`config.mk`:
```
export PLATFORM = sky130hd
export DESIGN_NAME = pc_seq_unit
export DESIGN_NICKNAME = d
export VERILOG_FILES = /design/src/rtl/pc_seq_unit.sv
export SDC_FILE = /design/constraint.sdc
export NUM_CORES = 1
export LEC_CHECK = 0
export ABC_AREA = 0
export CORE_MARGIN = 4
export CORE_UTILIZATION = 63
export CTS_BUF_LIST = sky130_fd_sc_hd__clkbuf_4 sky130_fd_sc_hd__clkbuf_8 sky130_fd_sc_hd__clkbuf_16
export DETAILED_ROUTE_END_ITERATION = 16
export HOLD_SLACK_MARGIN = 0.06
export PLACE_DENSITY = 0.94
export SYNTH_ARGS = -nofsm -noshare
export SYNTH_HDL_FRONTEND = slang
export SYNTH_SLANG_ARGS = --single-unit
```
`constraint.sdc`:
```
create_clock -name CLK -period 10.55 [get_ports CLK]
set_input_delay 1.055 -clock CLK [delete_from_list [all_inputs] [get_ports CLK]]
set_output_delay 1.055 -clock CLK [all_outputs]
set_load 0.05 [all_outputs]
```
`src/rtl/pc_seq_unit.sv`:
```
// Program counter sequencer with INC/LOAD/REL/CALL/RET modes and a return-address stack.
// Stack faults and illegal modes leave PC and stack untouched and raise a sticky STK_err.
module pc_seq_unit #(
  parameter int                 WIDTH     = 16,
  parameter logic [WIDTH-1:0]   RESET_VEC = 16'h0010,
  parameter int                 STEP      = 1,
  parameter int                 OFS_W     = 8,
  parameter int                 DEPTH     = 8,
  localparam int                CW        = $clog2(DEPTH + 1)
) (
  input  logic             CLK,
  input  logic             RST,
  input  logic             PC_en,
  input  logic [2:0]       PC_mode,
  input  logic [WIDTH-1:0] PC_IN,
  input  logic [OFS_W-1:0] OFFSET,
  input  logic             ERR_clr,
  output logic [WIDTH-1:0] PC_OUT,
  output logic [CW-1:0]    STK_cnt,
  output logic             STK_full,
  output logic             STK_empty,
  output logic             STK_err
);

  localparam int IW = (DEPTH > 1) ? $clog2(DEPTH) : 1;

  localparam logic [2:0] MODE_INC  = 3'b000;
  localparam logic [2:0] MODE_LOAD = 3'b001;
  localparam logic [2:0] MODE_REL  = 3'b010;
  localparam logic [2:0] MODE_CALL = 3'b011;
  localparam logic [2:0] MODE_RET  = 3'b100;

  // Contents are never reset: STK_cnt alone defines which entries are valid.
  logic [WIDTH-1:0] stack [DEPTH];

  logic [WIDTH-1:0] pc_inc;
  logic [WIDTH-1:0] pc_rel;
  logic [WIDTH-1:0] top_val;
  logic [WIDTH-1:0] pc_next;
  logic [CW-1:0]    cnt_next;
  logic [CW-1:0]    cnt_m1;
  logic             do_push;
  logic             err_event;

  assign STK_full  = (STK_cnt == CW'(DEPTH));
  assign STK_empty = (STK_cnt == '0);

  assign pc_inc  = PC_OUT + WIDTH'(STEP);
  assign pc_rel  = PC_OUT + WIDTH'($signed(OFFSET));
  assign cnt_m1  = STK_cnt - CW'(1);
  assign top_val = stack[cnt_m1[IW-1:0]];

  always_comb begin
    pc_next   = PC_OUT;
    cnt_next  = STK_cnt;
    do_push   = 1'b0;
    err_event = 1'b0;
    if (PC_en) begin
      case (PC_mode)
        MODE_INC:  pc_next = pc_inc;
        MODE_LOAD: pc_next = PC_IN;
        MODE_REL:  pc_next = pc_rel;
        MODE_CALL: begin
          if (STK_full) begin
            err_event = 1'b1;
          end else begin
            do_push  = 1'b1;
            pc_next  = PC_IN;
            cnt_next = STK_cnt + CW'(1);
          end
        end
        MODE_RET: begin
          if (STK_empty) begin
            err_event = 1'b1;
          end else begin
            pc_next  = top_val;
            cnt_next = cnt_m1;
          end
        end
        default: err_event = 1'b1;
      endcase
    end
  end

  always_ff @(posedge CLK or posedge RST) begin
    if (RST) begin
      PC_OUT  <= RESET_VEC;
      STK_cnt <= '0;
      STK_err <= 1'b0;
    end else begin
      PC_OUT  <= pc_next;
      STK_cnt <= cnt_next;
      // A new fault wins over a simultaneous clear.
      if (err_event) STK_err <= 1'b1;
      else if (ERR_clr) STK_err <= 1'b0;
    end
  end

  always_ff @(posedge CLK) begin
    if (do_push && !RST) stack[STK_cnt[IW-1:0]] <= pc_inc;
  end

endmodule

```
==> results of run 1 <==
cells in the mapped netlist, types with 2 or more instances:
library cell | count | share of area
sky130_fd_sc_hd__mux2i_1 | 2 | 0.0028
sky130_fd_sc_hd__a22oi_1 | 16 | 0.017
sky130_fd_sc_hd__edfxtp_1 | 128 | 0.53
sky130_fd_sc_hd__and4_4 | 2 | 0.0031
sky130_fd_sc_hd__and2_1 | 4 | 0.0035
sky130_fd_sc_hd__or3_1 | 2 | 0.0017
sky130_fd_sc_hd__nand4_1 | 3 | 0.0026
sky130_fd_sc_hd__a21o_1 | 6 | 0.0062
sky130_fd_sc_hd__o31ai_1 | 4 | 0.0042
sky130_fd_sc_hd__nor2_1 | 27 | 0.014
sky130_fd_sc_hd__nand3_1 | 15 | 0.010
sky130_fd_sc_hd__o22ai_1 | 2 | 0.0017
sky130_fd_sc_hd__o22a_1 | 2 | 0.0024
sky130_fd_sc_hd__nor2b_1 | 3 | 0.0026
sky130_fd_sc_hd__and3_1 | 4 | 0.0035
sky130_fd_sc_hd__xor2_1 | 12 | 0.015
sky130_fd_sc_hd__nor3_1 | 2 | 0.0014
sky130_fd_sc_hd__nand2_1 | 44 | 0.023
sky130_fd_sc_hd__clkbuf_1 | 13 | 0.0068
sky130_fd_sc_hd__inv_1 | 13 | 0.0068
sky130_fd_sc_hd__a21oi_1 | 37 | 0.026
sky130_fd_sc_hd__nor2_2 | 2 | 0.0017
sky130_fd_sc_hd__mux4_2 | 32 | 0.10
sky130_fd_sc_hd__buf_2 | 8 | 0.0055
sky130_fd_sc_hd__mux2_2 | 4 | 0.0062
sky130_fd_sc_hd__ha_1 | 18 | 0.031
sky130_fd_sc_hd__o21ai_0 | 30 | 0.021
sky130_fd_sc_hd__a32oi_1 | 2 | 0.0024
sky130_fd_sc_hd__o21bai_1 | 3 | 0.0031
sky130_fd_sc_hd__nor3b_1 | 2 | 0.0021
sky130_fd_sc_hd__nand2b_1 | 12 | 0.010
sky130_fd_sc_hd__xnor2_1 | 20 | 0.024
sky130_fd_sc_hd__o211ai_1 | 2 | 0.0021
sky130_fd_sc_hd__dfrtp_1 | 20 | 0.069
worst min-delay path: stages (launching register included):
cell,delay (ps)
sky130_fd_sc_hd__dfstp_2,390
sky130_fd_sc_hd__nand2_1,50
sky130_fd_sc_hd__o21ai_0,70
state kept, by name, indices dropped and copies added, names as in the netlist:
register / flops
stack: 128
PC_OUT: 16
STK_cnt: 4
STK_err: 1
power by group through the flow:
stage | clock [mW] | combinational (mW) | sequential (mW)
floorplan | 0 | 0.593 | 0.971
global placement | 0 | 0.965 | 0.861
detailed placement | 0 | 1.00 | 0.866
CTS | 0.656 | 1.02 | 0.857
global route | 0.688 | 1.11 | 0.868
finish | 0.652 | 1.04 | 0.862
layout make-up:
cell class                 instances  area (sq um)  share of cell area
clock buffer                      21           455              0.0535
clock inverter                    10           180              0.0212
inverter                          13          48.8             0.00573
multi-input combinational        333          2680               0.315
sequential                       149          4370               0.513
tap                              140           175              0.0206
timing repair buffer              63           606              0.0711
path summary, 6_finish.rpt:
| check | slack [ps] | depth (start not counted) | end |
|---|---|---|---|
| worst max-delay path | 6480 | 7 | stack[3][13] |
| worst min-delay path | 520 | 2 | PC_OUT[4] |
| worst max register to register | 6810 | 10 | stack[3][13] |
| worst min register to register | 520 | 2 | PC_OUT[4] |
| max in group asynchronous | 8750 | 2 | STK_cnt[0] |
| min in group asynchronous | 1210 | 2 | STK_cnt[1] |
placed cells by master (no fill, tap or decap), types with 5 or more instances in the layout:
master and n:
sky130_fd_sc_hd__a21o_1 6, sky130_fd_sc_hd__a21oi_1 37, sky130_fd_sc_hd__a22oi_1 16, sky130_fd_sc_hd__buf_4 10, sky130_fd_sc_hd__bufinv_16 5, sky130_fd_sc_hd__clkbuf_16 17
sky130_fd_sc_hd__clkdlybuf4s50_1 53, sky130_fd_sc_hd__dfrtp_1 19, sky130_fd_sc_hd__edfxtp_1 128, sky130_fd_sc_hd__ha_1 18, sky130_fd_sc_hd__inv_1 13, sky130_fd_sc_hd__mux4_2 32
sky130_fd_sc_hd__nand2_1 44, sky130_fd_sc_hd__nand2b_1 12, sky130_fd_sc_hd__nand3_1 15, sky130_fd_sc_hd__nor2_1 27, sky130_fd_sc_hd__o21ai_0 30, sky130_fd_sc_hd__xnor2_1 20
sky130_fd_sc_hd__xor2_1 12
cell families after synthesis:
logic type | count (synthesis) | share of synthesized area
buffers and inverters | 38 | 0.0241
AOI/OAI and AO/OA | 117 | 0.101
adders and majority gates | 19 | 0.0340
DFF | 149 | 0.606
xor gates and xnor gates | 32 | 0.0388
muxes | 38 | 0.109
and+or+nand+nor | 127 | 0.0869
through the flow:
| stage | utilization | power, mW | setup slack (ps) | cells |
|---|---|---|---|---|
| after floorplan | - | 1.56 | 6750 | 520 |
| after global placement | 0.714 | 1.83 | 6480 | 698 |
| after detailed placement | 0.714 | 1.87 | 6270 | 698 |
| after CTS | 0.772 | 2.54 | 6500 | 729 |
| after global routing | 0.772 | 2.66 | 6370 | 729 |
| final | 0.772 | 2.56 | 6480 | 729 |
metal layers:
metal | vias to the layer above | track usage
met2 | 399 | 0.493
met1 | 2419 | 0.400
met5 | - | 0
li1 | 2117 | -
met4 | 0 | 0.120
met3 | 77 | 0.0621
==> results, run 1 <==
- The critical path launch point is PC_mode[0].
- The kind of start point of the critical path is a primary input.
- TritonCTS built the clock tree.
- The fraction of registers with async set or reset after synthesis is 0.141.
- The largest clock skew in the final design is 9.64 ps.
- The clock edge transition at the registers on the reported setup and hold paths is 60 ps.
- The max-slew headroom at the worst pin is 0.264.
- The residual overflow from global routing is 0.
- The first detailed-routing pass took 6 iterations.
- For this design, the slowest cell found on the critical path is sky130_fd_sc_hd__clkdlybuf4s50_1.
- The final-report max-slew violation count is 0.
- Static timing analysis puts the maximum clock frequency at 0.246 GHz.
- The post-layout minimum cycle time is 4070 ps.
- Setup violations remaining at the end of the flow were counted as 0.
- The boundary pin count is 54.
- The post-cts gate resize count is 0.
- The starting density of the core is 0.654.
- Entering global routing, the biggest net connects 39 pins.
- For this design the static power due to leakage is 3.00 nW.
- The cell at the root of the clock tree is sky130_fd_sc_hd__clkbuf_16.
- Setup repair after global routing left no endpoint under its margin.
- The core area is 11000 sq um.
- The number of routed nets with antenna violations is 0.
- The number of setup buffers added after CTS is 0.
- The floorplan die height is 115 um.
- The min-delay analysis places its worst path in the category flip-flop to flip-flop.
- The tree built by TritonCTS fans out to 149 sinks.
- The share of power burned in combinational logic is 0.407.
- Data on the critical path is required at its endpoint by 10670 ps.
- Hold is met by 515 ps.
- The share of layout cells above drive strength 1 is 0.148.
- The number of vias per cell after detailed routing is 6.88.
- The flow ran to the end, and the final reports show no timing, DRC or antenna violations.
- In this run the power spent charging and discharging nets is 0.962 mW.
- Walking the worst path, the cells encountered are clkdlybuf4s50_1 -> nor2b_1 -> nand3_1 -> nor3b_1 -> nand2_1 -> nor2_1 -> buf_4.
- The fraction of power consumed by the clock network is 0.255.
- The average size of a mapped cell is 13.9 sq um.
- After synthesis the netlist holds a flip-flop and latch count of 149.
- The CTS buffer count is 17.
- The number of nets in the synthesized netlist is 570.
- The final net count is 627.
- The number of global-route vias before repair is 4995.
- Compared with the post-synthesis result, the final layout area differs by 18.1%.
- The kind of cell adding the most delay to the critical path is simple AND/OR/NAND/NOR gates.
- The iteration-0 DRC count of the detailed router is 775.
- The initial antenna violation count is 0.
- The endpoint arrival time on the critical path is 4180 ps.
- The startpoint identified for the worst register-to-register timing path is STK_cnt[0].
- The repair_antennas step left the layout with diodes totalling 0.
- The share of the clock period used by the worst path after layout is 0.385.
- After routing the design area is 8520 sq um.
- IR analysis of the VDD net gives a maximum drop of 0.230 mV.
- The aggregate global-route resource usage is 0.301.
- The sum of negative setup slack is 0 ps.
- The critical path is of the primary input to flip-flop type.
- The max-cap violation count is 0.
- The sequential cell fraction of total power is 0.337.
- The netlist area before placement is 7210 sq um.
- The yosys synthesis warning count is 0.
- The die covers 13200 sq um.
- The cell-internal power is 1.59 mW.
- The vias after detailed routing is 5012.
- The count of distinct cell types in the synthesized netlist is 58.
- Dividing the detail-routed wire length by the instance count gives 25.9 um.
- The total of hold buffers inserted after clock tree synthesis is 0.
- The overall routed net length is 18900 um.
- The area after detailed placement is 7880 sq um.
- The final-report hold violation count was 0.
- The largest fanout on the critical path is 16.
- The worst setup path is captured at a flip-flop.
- The buffer and inverter count on the worst path is 2.
- In the final routing, the length of wire on met1 measures 6800 um.
- The sequential cell area fraction in the yosys report is 0.606.
- Summed over all nets, wire length on met2 after detailed routing comes to 9260 um.
- The synthesized instance count is 520.
- The number of enable flip-flop cells after synthesis is 128.
- The number of buffers inserted by port buffering is 53.
- After filler insertion, the fill cell instance count of the layout stands at 612.
- The primary flip-flop cell chosen by synthesis mapping is sky130_fd_sc_hd__edfxtp_1.
- The clock latency on the worst-skew pair is 420 ps.
- The wire-length estimate of the detail-placed layout is 11800 um.
- Of the total power, the share spent switching nets is 0.377.
- Routed signal wires occupy layers up through met4.
- The power per cell area is 300 nW/um^2.
- After detailed routing, the met3 layer carries 2030 um of wire.
- The longest individual stage delay on the worst path is 860 ps.
- The actual slew at the worst max-slew pin is 1100 ps.
- At the end of routability-driven placement, the weighted congestion stood at 0.919.
- In this run the core area contains 38 standard-cell rows.
- The remaining design rule violation count is 0.
- The maximum number of buffers from clock root to sink is 2.
- The die is 115 um wide.
- The clock tree synthesis step divided the H-tree into 4 levels.
- The first global-routing pass estimated 28900 um of wire.
- The startpoint of the most critical hold path is PC_OUT[4].
(Power assumes the default switching activity.)
==> run 2, diff against run 1 <==
Settings changed: CORE_UTILIZATION 63 to 53, PLACE_DENSITY 0.94 to 0.85.
Clock period 10.55 ns to 3.6 ns, I/O delays scaled along.
==> run 2 against run 1 <==
Final cell count is 5.9% higher. Setup slack got worse by 5800 ps. Sequential power increased to 2.9 times the previous value. Combinational power rose to 2.8 times the previous value.
==> results, run 2 (synthesized netlist as in run 1, its figures left out) <==
- The vias after detailed routing is 4878.
- The initial antenna violation count was 0.
- The final net count is 635.
- The final-report hold violation count is 0.
- The area added between synthesis and finish is 18.5%.
- The register with the most flip-flops in the layout has 128 of them.
- The worst min-delay path category is primary input to asynchronous set/reset pin.
- The placer congestion estimate is 0.871.
- The actual slew at the worst max-slew pin is 865 ps.
- The flow ran to the end, and the final reports show no timing, DRC or antenna violations.
- The CTS buffer count is 17.
- The worst setup path is launched from a flip-flop.
- The first global-routing pass estimated 28200 um of wire.
- The start-to-end type of the worst setup path is flip-flop to output port.
- The post-cts gate resize count is 0.
- The placement row count is 42.
- The tool flagged a number of max-cap violations equal to 0.
- The floorplan die height is 125 um.
- The maximum number of pins on one net before global-route repair is 38.
- The number of antenna diodes in the final layout is 0.
- The final-report max-slew violation count is 0.
- The setup slack on the worst flop-to-flop path is 850 ps.
- Once detail routing completed, the nets flagged for antenna violations numbered 0.
- The worst setup path is captured at an output port.
- The number of global-route vias before repair is 4879.
- In this run the static leakage power is 3.00 nW.
- For this run, design rule violations remaining after detail routing come to 0.
- Setup violations remaining at the end of the flow were counted as 0.
- The cell area after layout is 8550 sq um.
- The die width is 125 um.
- The floorplan step defined a core boundary enclosing 13300 sq um.
- The HPWL after detailed placement is 11500 um.
- The largest vdd supply drop is 0.427 mV.
- The library cell used most frequently in the layout, excluding fill and tap cells, is sky130_fd_sc_hd__edfxtp_1.
- STA puts the critical path data required time at 3240 ps.
- In the final layout, the share of cells above drive strength 1 is 0.158.
- The share of total power dissipated in sequential elements is 0.356.
- The final standard cell utilization of the core is 0.643.
- The number of buffers inserted by port buffering is 53.
- In this run the clock root is driven by a sky130_fd_sc_hd__clkbuf_16.
- The clock edge transition at the registers on the reported setup and hold paths is 60 ps.
- Of the total power, the clock network draws 0.238.
- In the global route stage, overall resource usage came out at 0.237.
- After detailed routing, the average wire length per cell comes to 23.3 um.
- The share of power burned in combinational logic is 0.406.
- Buffers added to address setup during post-CTS repair amount to 0.
- In this run the power density over the cells is 832 nW/um^2.
- The worst register-to-register path begins at PC_OUT[0].
- The total number of clock tree sinks is 149.
- The max-slew headroom at the worst pin is 0.419.
- The maximum achievable frequency is 0.341 GHz.
- Counting cells, the worst reg-to-reg path comes to 10.
- The first-pass iteration count of the detailed router is 5.
- The switching share of power is 0.378.
- The count of H-tree levels built during CTS is 4.
- Pin placement for this block handled 54 I/O pins.
- The starting density of the core is 0.543.
- The area after detailed placement is 7990 sq um.
- TritonCTS built the clock tree.
- The maximum number of buffers from clock root to sink is 2.
- The total overflow left after global routing is 0.
- Setup repair after global routing left no endpoint under its margin.
- Clock latency on the worst-skew pair, taken at its later pin, is 410 ps.
- At the worst endpoint, the arrival time is 2570 ps.
- The largest fanout on the critical path is 9.
- The share of the clock period used by the worst path after layout is 0.814.
- Across the routed clock network, the largest skew measured is 12.3 ps.
- Hold repair after CTS inserted 0 buffers.
- The cell-internal power is 4.43 mW.
- In the layout the commonest cells are sky130_fd_sc_hd__edfxtp_1 (128), sky130_fd_sc_hd__clkdlybuf4s50_1 (53), sky130_fd_sc_hd__nand2_1 (44).
- After detailed routing, the number of vias per cell comes to 6.32.
- In this run the critical register-to-register path is captured at PC_OUT[12].
- The worst path needs 2930 ps of the cycle, external delays included.
- The die footprint is 15500 sq um.
- The sum of negative setup slack is 0 ps.
- For this design the total switching power over the nets is 2.69 mW.
- For this block, the routed nets add up to 18000 um of wire.
- The iteration-0 DRC count of the detailed router is 677.
==> run 2: worst max-delay path by stage <==
stage | from | endpoint | slack, ps | cells after the start
floorplan | STK_cnt[0] | stack[7][0] | 220 | 10
global placement | OFFSET[0] | PC_OUT[12] | 750 | 11
detailed placement | OFFSET[7] | PC_OUT[14] | 660 | 8
CTS | STK_cnt[1] | STK_empty | 660 | 5
global route | STK_cnt[1] | STK_empty | 490 | 5
finish | STK_cnt[1] | STK_empty | 670 | 5
==> run 2: cell type report <==
class | count | area, sq um
clock buffers | 18 | 433
clock inverters | 12 | 131
fillers | 913 | 4740
inverters | 13 | 48.8
multi-input cells | 333 | 2680
flip-flops and latches | 149 | 4370
well taps | 176 | 220
repair buffers | 71 | 666
==> run 2: stage by stage <==
step	instances	power, mW	setup slack, ps	hold slack [ps]
floorplan	520	4.59	224	336
global placement	742	5.29	753	510
detailed placement	742	5.38	658	518
CTS	772	7.11	664	486
global route	772	7.46	493	537
finish	772	7.11	669	470
==> run 2: worst max-delay path: stages (launching register included) <==
cell	delay (ps)
sky130_fd_sc_hd__dfrtp_1	510
sky130_fd_sc_hd__inv_1	130
sky130_fd_sc_hd__ha_1	200
sky130_fd_sc_hd__nor2b_1	240
sky130_fd_sc_hd__nor2b_1	220
sky130_fd_sc_hd__clkdlybuf4s50_1	840
==> run 2: layer usage <==
metal	share of wire	track usage
met1	0.40	0.315
met2	0.49	0.388
met3	0.079	0.0455
met4	0.028	0.0922
met5	0	0
==> run 2: power groups by stage <==
stage,Clock (mW),Sequential (mW),Combinational [mW]
floorplan,0,2.85,1.74
global placement,0,2.53,2.76
detailed placement,0,2.55,2.83
CTS,1.71,2.52,2.88
global route,1.80,2.55,3.11
finish,1.69,2.53,2.89
